--- config.mk ---
export PLATFORM = sky130hd
export DESIGN_NAME = lfsr_descrambler_rx
export DESIGN_NICKNAME = d
export VERILOG_FILES = /design/src/rtl/lfsr_descrambler_rx.sv
export SDC_FILE = /design/constraint.sdc
export NUM_CORES = 1
export LEC_CHECK = 0
export CAP_MARGIN = 0
export CORE_MARGIN = 3
export CORE_UTILIZATION = 63
export CTS_BUF_LIST = sky130_fd_sc_hd__clkbuf_4 sky130_fd_sc_hd__clkbuf_8 sky130_fd_sc_hd__clkbuf_16
export DETAILED_ROUTE_END_ITERATION = 8
export DONT_BUFFER_PORTS = 1
export GPL_TIMING_DRIVEN = 0
export PLACE_DENSITY_LB_ADDON = 0.08
export SLEW_MARGIN = 20
export SYNTH_ARGS = -nofsm -noshare
export SYNTH_HDL_FRONTEND = slang
export SYNTH_SLANG_ARGS = --single-unit
--- constraint.sdc ---
create_clock -name clk -period 2.7 [get_ports clk]
set_clock_uncertainty 0.05 [all_clocks]
set_input_delay 0.54 -clock clk [delete_from_list [all_inputs] [get_ports clk]]
set_output_delay 0.54 -clock clk [all_outputs]
set_load 0.1 [all_outputs]
--- src/rtl/lfsr_descrambler_rx.sv ---
// lfsr_descrambler_rx: receive-side descrambler for the 73-bit primary
// scrambler LFSR. Hunts for an unscrambled sync word, then XORs FRAME_LEN
// payload words with a 16-bit keystream slice, advancing 16 steps per word.
module lfsr_descrambler_rx #(
   parameter int unsigned POLY_WIDTH = 73,
   parameter int unsigned FRAME_LEN  = 256,
   parameter logic [15:0] SYNC_WORD  = 16'hF628
) (
   input  logic                  clk,
   input  logic                  rst_n,
   input  logic                  write,
   input  logic [11:0]           addr,
   input  logic [31:0]           wdata,
   input  logic                  rx_valid,
   input  logic [15:0]           rx_data,
   output logic                  out_valid,
   output logic [15:0]           out_data,
   output logic                  out_sof,
   output logic                  out_eof,
   output logic                  locked,
   output logic [POLY_WIDTH-1:0] seed_dout
);

   localparam logic [11:0] ADDR_SEED_LO  = 12'h0DA;
   localparam logic [11:0] ADDR_SEED_MID = 12'h0DB;
   localparam logic [11:0] ADDR_SEED_HI  = 12'h0DC;
   localparam logic [15:0] LAST_IDX      = 16'(FRAME_LEN - 1);

   typedef enum logic {
      HUNT,
      RUN
   } state_t;

   state_t                  state, state_nx;
   logic [POLY_WIDTH-1:0]   seed;
   logic [POLY_WIDTH-1:0]   lfsr, lfsr_nx;
   logic [15:0]             cnt, cnt_nx;
   logic                    ov_nx, sof_nx, eof_nx, locked_nx;
   logic [15:0]             od_nx;
   logic                    sync_hit;
   logic                    last_word;

   // Single LFSR step: bit 72 is fed back into taps 0, 11, 50 and 58.
   function automatic logic [72:0] lfsr_step(input logic [72:0] s);
      logic [72:0] n;
      n     = {s[71:0], s[72]};
      n[11] = s[10] ^ s[72];
      n[50] = s[49] ^ s[72];
      n[58] = s[57] ^ s[72];
      return n;
   endfunction

   // One word advance: 16 chained steps, unrolled into a single cycle.
   function automatic logic [72:0] lfsr_adv16(input logic [72:0] s);
      logic [72:0] v;
      v = s;
      for (int unsigned i = 0; i < 16; i++) begin
         v = lfsr_step(v);
      end
      return v;
   endfunction

   assign seed_dout = seed;
   assign sync_hit  = rx_valid && (rx_data == SYNC_WORD);
   assign last_word = (cnt == LAST_IDX);

   // Seed shadow register: software writes only ever touch this copy.
   always_ff @(posedge clk or negedge rst_n) begin
      if (!rst_n) begin
         seed <= '0;
      end else if (write) begin
         case (addr)
            ADDR_SEED_LO:  seed[31:0]  <= wdata;
            ADDR_SEED_MID: seed[63:32] <= wdata;
            ADDR_SEED_HI:  seed[72:64] <= wdata[8:0];
            default:       ;
         endcase
      end
   end

   // Next-state, datapath and output decode for the hunt/run machine.
   always_comb begin
      state_nx = state;
      lfsr_nx  = lfsr;
      cnt_nx   = cnt;
      ov_nx    = 1'b0;
      od_nx    = out_data;
      sof_nx   = 1'b0;
      eof_nx   = 1'b0;
      unique case (state)
         HUNT: begin
            // Keep tracking the shadow so the frame starts from the value
            // present on the sync-detect cycle (a same-cycle write is not yet visible).
            lfsr_nx = seed;
            if (sync_hit) begin
               state_nx = RUN;
               cnt_nx   = '0;
            end
         end
         RUN: begin
            if (rx_valid) begin
               od_nx   = rx_data ^ lfsr[72:57];
               ov_nx   = 1'b1;
               sof_nx  = (cnt == 16'd0);
               eof_nx  = last_word;
               lfsr_nx = lfsr_adv16(lfsr);
               cnt_nx  = cnt + 16'd1;
               if (last_word) begin
                  state_nx = HUNT;
                  lfsr_nx  = seed;
               end
            end
         end
         default: state_nx = HUNT;
      endcase
      locked_nx = (state_nx == RUN);
   end

   // State, LFSR, counter and registered outputs.
   always_ff @(posedge clk or negedge rst_n) begin
      if (!rst_n) begin
         state     <= HUNT;
         lfsr      <= '0;
         cnt       <= '0;
         out_valid <= 1'b0;
         out_data  <= '0;
         out_sof   <= 1'b0;
         out_eof   <= 1'b0;
         locked    <= 1'b0;
      end else begin
         state     <= state_nx;
         lfsr      <= lfsr_nx;
         cnt       <= cnt_nx;
         out_valid <= ov_nx;
         out_data  <= od_nx;
         out_sof   <= sof_nx;
         out_eof   <= eof_nx;
         locked    <= locked_nx;
      end
   end

endmodule

==> impl_metrics.csv, run 1 <==
group,metric,value,unit
layout,fin_area,9140,um2
layout,diodes,0,
route,drtAntennaViolNets,0,
grt,grt_first_pass_wirelength,35.9,mm
power_and_ir_drop,p_leak,4.29,nW
sta,slew_violations,0,
die,die_area,14700,um2
clock_tree,clk_latency,430,ps
setup_path,critPathLaunchType,"flip-flop",
yosys,synthXorXnorAreaFrac,6.78,%
sta,fin_crit_sh,94.4,%
yosys,avgSynthCellArea,11.2,um2
die,floorplan.initialDensity,65.4,%
yosys,yosys_warnings,0,
sta,max_slew_margin,29.1,%
clock_tree,cts-buffers-inserted,17,
power_and_ir_drop,finalPower,0.00516,W
grt,overflow,0,
yosys,synth-seq-cells,182,
yosys,synthTopCellsByCount,"dfrtp_1, nor2_1, mux2_2",
setup_path,crit_family,"compound AO/OA/AOI/OAI gates",
sta,rsz0062_at_grt,"no",
yosys,yosys.cell_count.top_type,"dfrtp_1",
clock_tree,clockRootBuffer,"clkbuf_16",
placement,dp_hpwl,16.0,mm
setup_path,cp_slowest_stage_delay,710,ps
yosys,synthArstFlopShare,100,%
die,core.rowCount,41,
yosys,synth_top_family_by_area,"compound AO/OA/AOI/OAI gates",
setup_path,rrSetupSlack,150,ps
power_and_ir_drop,ir_drop,0.474,mV
sta,final.min_clock_period,2550,ps
setup_path,cp.depth,5,
sta,finalHoldViolations,182,
setup_path,critPathRequiredTime,3000,ps
clock_tree,cts.path.max_buffers,2,
route,vias_per_cell,6.69,
route,drt_iter0_drc,952,
route,drt_wl_total,23.1,mm
setup_path,setup.worst_path.start,"state$_DFF_PN0_",
yosys,yosysSeqAreaShare,54.3,%
yosys,synth-adder-area-share,0.298,%
layout,post-route-util,71.3,%
die,io_pins,157,
yosys,synth_compound_area_share,13.4,%
power_and_ir_drop,cellPowerDensity,565,nW/um2
clock_tree,path_clk_slew,60,ps
setup_path,rr_endpoint,"lfsr[33]$_DFFE_PN0P_",
setup_path,crit_fanout,10,
hold_path,hold_path_class,"input port to async pin",
yosys,syn-num-nets,817,
route,drcViolationCount,0,
clock_tree,cts_tree,"done",
setup_path,critPathArrivalTime,2850,ps
sta,tightest_slew,1060,ps
layout,drive_gt1_share,17.6,%
yosys,ys.flop_type,"dfrtp_1",
route,wire_per_inst,24.2,um
setup_path,crit_type,"flip-flop to flip-flop",
clock_tree,cts.sinks,182,
yosys,netlist.area_leader.share,54.3,%
placement,io_buffers,0,
setup_path,crit_path_end,"lfsr[33]$_DFFE_PN0P_",
die,fp.dieH,121,um
yosys,synth-edff-count,0,
yosys,synthTopCellsByArea,"dfrtp_1, mux2_2, xnor2_1",
yosys,synthSimpleGateAreaFrac,11.0,%
die,die_w,121,um
grt,antenna_found_initial,0,
yosys,synth_mux_area_share,10.2,%
setup_path,cp-end-kind,"flip-flop",
route,vias,6387,
layout,area_growth,8.94,%
setup_path,r2r_cells,5,
yosys,synth_area_leader_cell,"dfrtp_1",
grt,grt_max_degree,183,
layout,layout.nets,836,
die,core_area,12800,um2
clock_tree,htreeDepth,4,
sta,timing.hold.ws,-244,ps
route,first_pass_iters,5,
sta,max_freq,392,MHz
grt,grt_pass1_vias,6450,
yosys,synthDistinctLibCells,58,
outcome,violations,"hold timing",
setup_path,path_buf_inv,2,
setup_path,crit_chain,"inv_1 > a41oi_2 > clkbuf_1 > o32ai_1 > a31oi_1",
yosys,syn_inst,751,
outcome,status,"complete, but fails checks",
yosys,netlist_area,8390,um2
placement,gp_congestion,0.922,
flow_run,cap_violations,0,
grt,grt_usage,32.1,%
sta,setup_viol,0,
setup_path,slowest_stage,"dfrtp_2",
setup_path,r2r_start,"state$_DFF_PN0_",
placement,placed_area,8610,um2
[cell usage in the layout, fill, tap and decap left out, types with 10 or more instances in the layout]
cell type,synthesis,final
o21ai_0,21,21
nor2_1,76,76
a221o_1,10,10
nand2_1,54,54
inv_1,15,15
clkbuf_16,0,17
a31oi_1,12,12
mux2_2,68,68
xnor2_1,56,56
o22ai_1,29,29
a21oi_1,33,33
clkbuf_1,40,39
nor3_1,12,12
o32ai_1,26,26
nand4_1,11,11
dfrtp_1,182,181
buf_2,11,11
[stage by stage]
stage	TNS [ps]	std cells	worst slack, ps
after global routing	0	954	30.9
after CTS	0	954	108
final	0	954	150
after floorplan	0	751	493
after global placement	-2910	923	-148
after detailed placement	-3260	923	-203
[kinds of logic after synthesis]
logic type / count (synthesis)
buffers and inverters: 79
adders and majority gates: 2
and+or+nand+nor: 188
muxes: 75
xor gates and xnor gates: 65
AOI/OAI and AO/OA: 160
DFF: 182
[layer usage]
layer / wire [um] / track usage [%] / share of wire, % / up-vias
li1: - / - / - / 2745
met1: 9220 / 43.4 / 40 / 3237
met2: 11000 / 49.5 / 48 / 354
met3: 2270 / 9.23 / 9.8 / 51
met4: 630 / 12.5 / 2.7 / 0
met5: 0 / 0 / 0 / -
[cell type report]
class                           instances  area (um2)
Buffer                                 62         282
Clock buffer                           18         433
Clock inverter                         13         100
Fill cell                             980        3680
Inverter                               17        63.8
Multi-Input combinational cell        490        3490
Sequential cell                       182        4560
Tap cell                              172         215
[worst min-delay path by stage]
stage	startpoint	depth (start not counted)	to
6_report	rst_n	0	out_valid$_DFF_PN0_
5_1_grt	rst_n	0	seed_dout[30]$_DFFE_PN0P_
4_1_cts	rst_n	0	seed_dout[46]$_DFFE_PN0P_
3_5_place_dp	rst_n	0	out_valid$_DFF_PN0_
3_3_place_gp	rst_n	0	out_valid$_DFF_PN0_
2_1_floorplan	rst_n	0	cnt[0]$_DFFE_PN0P_
[where the power goes]
group / internal [W] / switching [W] / total [W]
combinational: 0.0000442 / 0.0000612 / 0.000105
clock: 0.00119 / 0.00107 / 0.00227
sequential: 0.00274 / 0.0000547 / 0.00279
total: 0.00397 / 0.00119 / 0.00516
[state kept, by name, indices dropped and copies added, names as in the netlist]
register   flops
state          1
cnt           16
lfsr          73
out_sof        1
out_data      16
seed_dout     73
out_eof        1
out_valid      1
[repair_timing]
| item | in CTS | in global routing |
|---|---|---|
| pin swaps | 0 | 0 |
| resized for setup | 1 | 2 |
| buffers inserted | 0 | 0 |
| endpoints found under the setup margin | 59 | 3 |
| cloned | 0 | 0 |
| endpoints found under the hold margin | 182 | 182 |
Note: power is estimated with default switching activity, not from simulation.
==> inputs of run 2 (changes only) <==
==> constraint.sdc (replaced) <==
create_clock -name clk -period 2.4 [get_ports clk]
set_clock_uncertainty 0.05 [all_clocks]
set_input_delay 0.48 -clock clk [delete_from_list [all_inputs] [get_ports clk]]
set_output_delay 0.48 -clock clk [all_outputs]
set_load 0.1 [all_outputs]
==> run 2 against run 1 <==
Against the previous run:
- the flow still finishes with violations (hold timing)
- global-route usage stayed put
- register-to-register slack worse by 40 ps
- non-clock buffer count stayed put
- largest power group unchanged
- power is 12% higher
- combinational power is 13% higher
- highest routed layer unchanged
- wire length is 0.53% lower
- sequential cell count stayed put
- critical path depth is 1 higher
- clock power is 12% higher
==> impl_metrics.csv, run 2 (same netlist as run 1, synthesis figures left out) <==
group,metric,value,unit
outcome,status,"complete, but fails checks",
outcome,violations,"hold timing",
sta,slew_violations,0,
grt,grt_busiest_layer,"met2",
route,drcViolationCount,0,
placement,gp_congestion,0.922,
setup_path,crit_fanout,10,
power_and_ir_drop,cellPowerDensity,632,nW/um2
power_and_ir_drop,pwr-share-seq,54.1,%
sta,final.min_clock_period,2290,ps
power_and_ir_drop,clkPwrFrac,43.9,%
clock_tree,cts.path.max_buffers,2,
layout,area_growth,9.48,%
placement,placed_area,8610,um2
route,drt_wl_total,23.0,mm
layout,layout_common_cells,"dfrtp_1, nor2_1, mux2_2",
clock_tree,cts_tree,"done",
placement,io_buffers,0,
power_and_ir_drop,intPower,0.00447,W
layout,num-fill-cells,964,
setup_path,critPathArrivalTime,2600,ps
hold_path,hold_path_class,"input port to async pin",
grt,overflow,0,
sta,finalHoldViolations,182,
clock_tree,clockRootBuffer,"clkbuf_16",
clock_tree,path_clk_slew,70,ps
layout,drive_gt1_share,18.9,%
clock_tree,htreeDepth,4,
setup_path,cp_slowest_stage_delay,480,ps
sta,fin_crit_sh,95.5,%
flow_run,cap_violations,0,
setup_path,cp-end-kind,"flip-flop",
grt,grt_usage,32.1,%
sta,tightest_slew,1040,ps
die,fp.dieH,121,um
sta,setup_viol,0,
layout,fin_area,9190,um2
layout,layout.nets,836,
power_and_ir_drop,p_leak,4.33,nW
die,die_w,121,um
placement,dp_hpwl,16.0,mm
route,vias_per_cell,6.63,
layout,multiInputGateArea,3520,um2
die,core.rowCount,41,
die,floorplan.initialDensity,65.4,%
setup_path,crit_chain,"ha_1 > and4_1 > a41oi_4 > clkbuf_1 > o32ai_1 > nor2_1",
layout,seq_area,4560,um2
power_and_ir_drop,switching_power,0.00133,W
grt,antenna_found_initial,0,
clock_tree,clk_latency,430,ps
clock_tree,cts-buffers-inserted,17,
power_and_ir_drop,ir_drop,0.536,mV
die,die_area,14700,um2
sta,max_freq,436,MHz
die,core_area,12800,um2
route,vias,6322,
sta,timing.hold.ws,-309,ps
power_and_ir_drop,switching_share,23.0,%
setup_path,slowest_stage,"clkbuf_1",
sta,rsz0062_at_grt,"no",
power_and_ir_drop,share_comb_of_total_power,2.0,%
grt,met2_usage,49.5,%
layout,final_common_cell,"dfrtp_1",
clock_tree,cts.sinks,182,
die,io_pins,157,
route,drtAntennaViolNets,0,
grt,met3_usage,9.23,%
grt,grt_max_degree,183,
setup_path,critPathLaunchType,"flip-flop",
route,first_pass_iters,5,
layout,post-route-util,71.6,%
grt,grt_util_met1,43.4,%
layout,diodes,0,
route,drt_iter0_drc,789,
setup_path,critPathRequiredTime,2710,ps
route,wire_per_inst,24.1,um
grt,grt_first_pass_wirelength,35.9,mm
grt,grt_pass1_vias,6450,
sta,max_slew_margin,30.6,%
setup_path,crit_type,"flip-flop to flip-flop",
## run 2: cell counts in the layout (fill, tap and decap cells not counted)
Identical to the previous run, type by type.
## run 2: repair_timing
action                                  CTS  global route
pin swaps                                 0             1
setup buffers                             0             1
endpoints found under the hold margin   182           182
gates cloned                              0             0
endpoints found under the setup margin   99            54
resized for setup                         8            11
## run 2: final cells by class
cell class | instances | area share [%]
flip-flops and latches | 182 | 49.6
multi-input cells | 490 | 38.3
clock buffers | 18 | 4.71
plain buffers | 61 | 3.16
well taps | 172 | 2.34
clock inverters | 13 | 1.09
inverters | 17 | 0.694
repair buffers | 1 | 0.0817
## run 2: metal layers
| metal | vias up | share of wire (%) |
|---|---|---|
| li1 | 2737 | - |
| met1 | 3175 | 39 |
| met2 | 351 | 47 |
| met3 | 59 | 11 |
| met4 | 0 | 3.1 |
| met5 | - | 0 |
## run 2: critical path, delay by kind of cell, from the launching register on
family,cells,cell delay [ps]
AO/OA/AOI/OAI,2,620
adder cells (fa/ha/maj),1,270
buffers and inverters,1,480
flip-flops,1,440
AND/OR/NAND/NOR,2,360
## run 2: stage by stage
stage / total power, W / instances / setup TNS [ps] / hold slack (ps) / setup WS (ps)
finish: 0.00581 / 954 / 0 / -309 / 109
global route: 0.00598 / 954 / 0 / -336 / 48.7
CTS: 0.00583 / 954 / -126 / -316 / -27.8
detailed placement: 0.00331 / 923 / -28040 / 138 / -503
global placement: 0.00331 / 923 / -26400 / 139 / -448
floorplan: 0.00328 / 751 / 0 / 134 / 193
## run 2: worst paths after layout
path                                startpoint                   endpoint  slack, ps  cells after the start
min reg2reg                cnt[15]$_DFFE_PN0P_        cnt[15]$_DFFE_PN0P_        460                      1
max                         cnt[0]$_DFFE_PN0P_       lfsr[34]$_DFFE_PN0P_        110                      6
max reg2reg                 cnt[0]$_DFFE_PN0P_       lfsr[34]$_DFFE_PN0P_        110                      6
min in group clk                      wdata[6]  seed_dout[38]$_DFFE_PN0P_        130                      1
min                                      rst_n         cnt[4]$_DFFE_PN0P_       -310                      0
max in group asynchronous                rst_n        lfsr[7]$_DFFE_PN0P_       2320                      0
## run 2: power by group through the flow
stage	clock network [W]	registers (W)	logic, W
after CTS	0.00258	0.00314	0.000117
after global routing	0.00271	0.00314	0.000130
after detailed placement	0	0.00320	0.000115
final	0.00255	0.00314	0.000119
after global placement	0	0.00320	0.000111
after floorplan	0	0.00319	0.0000897
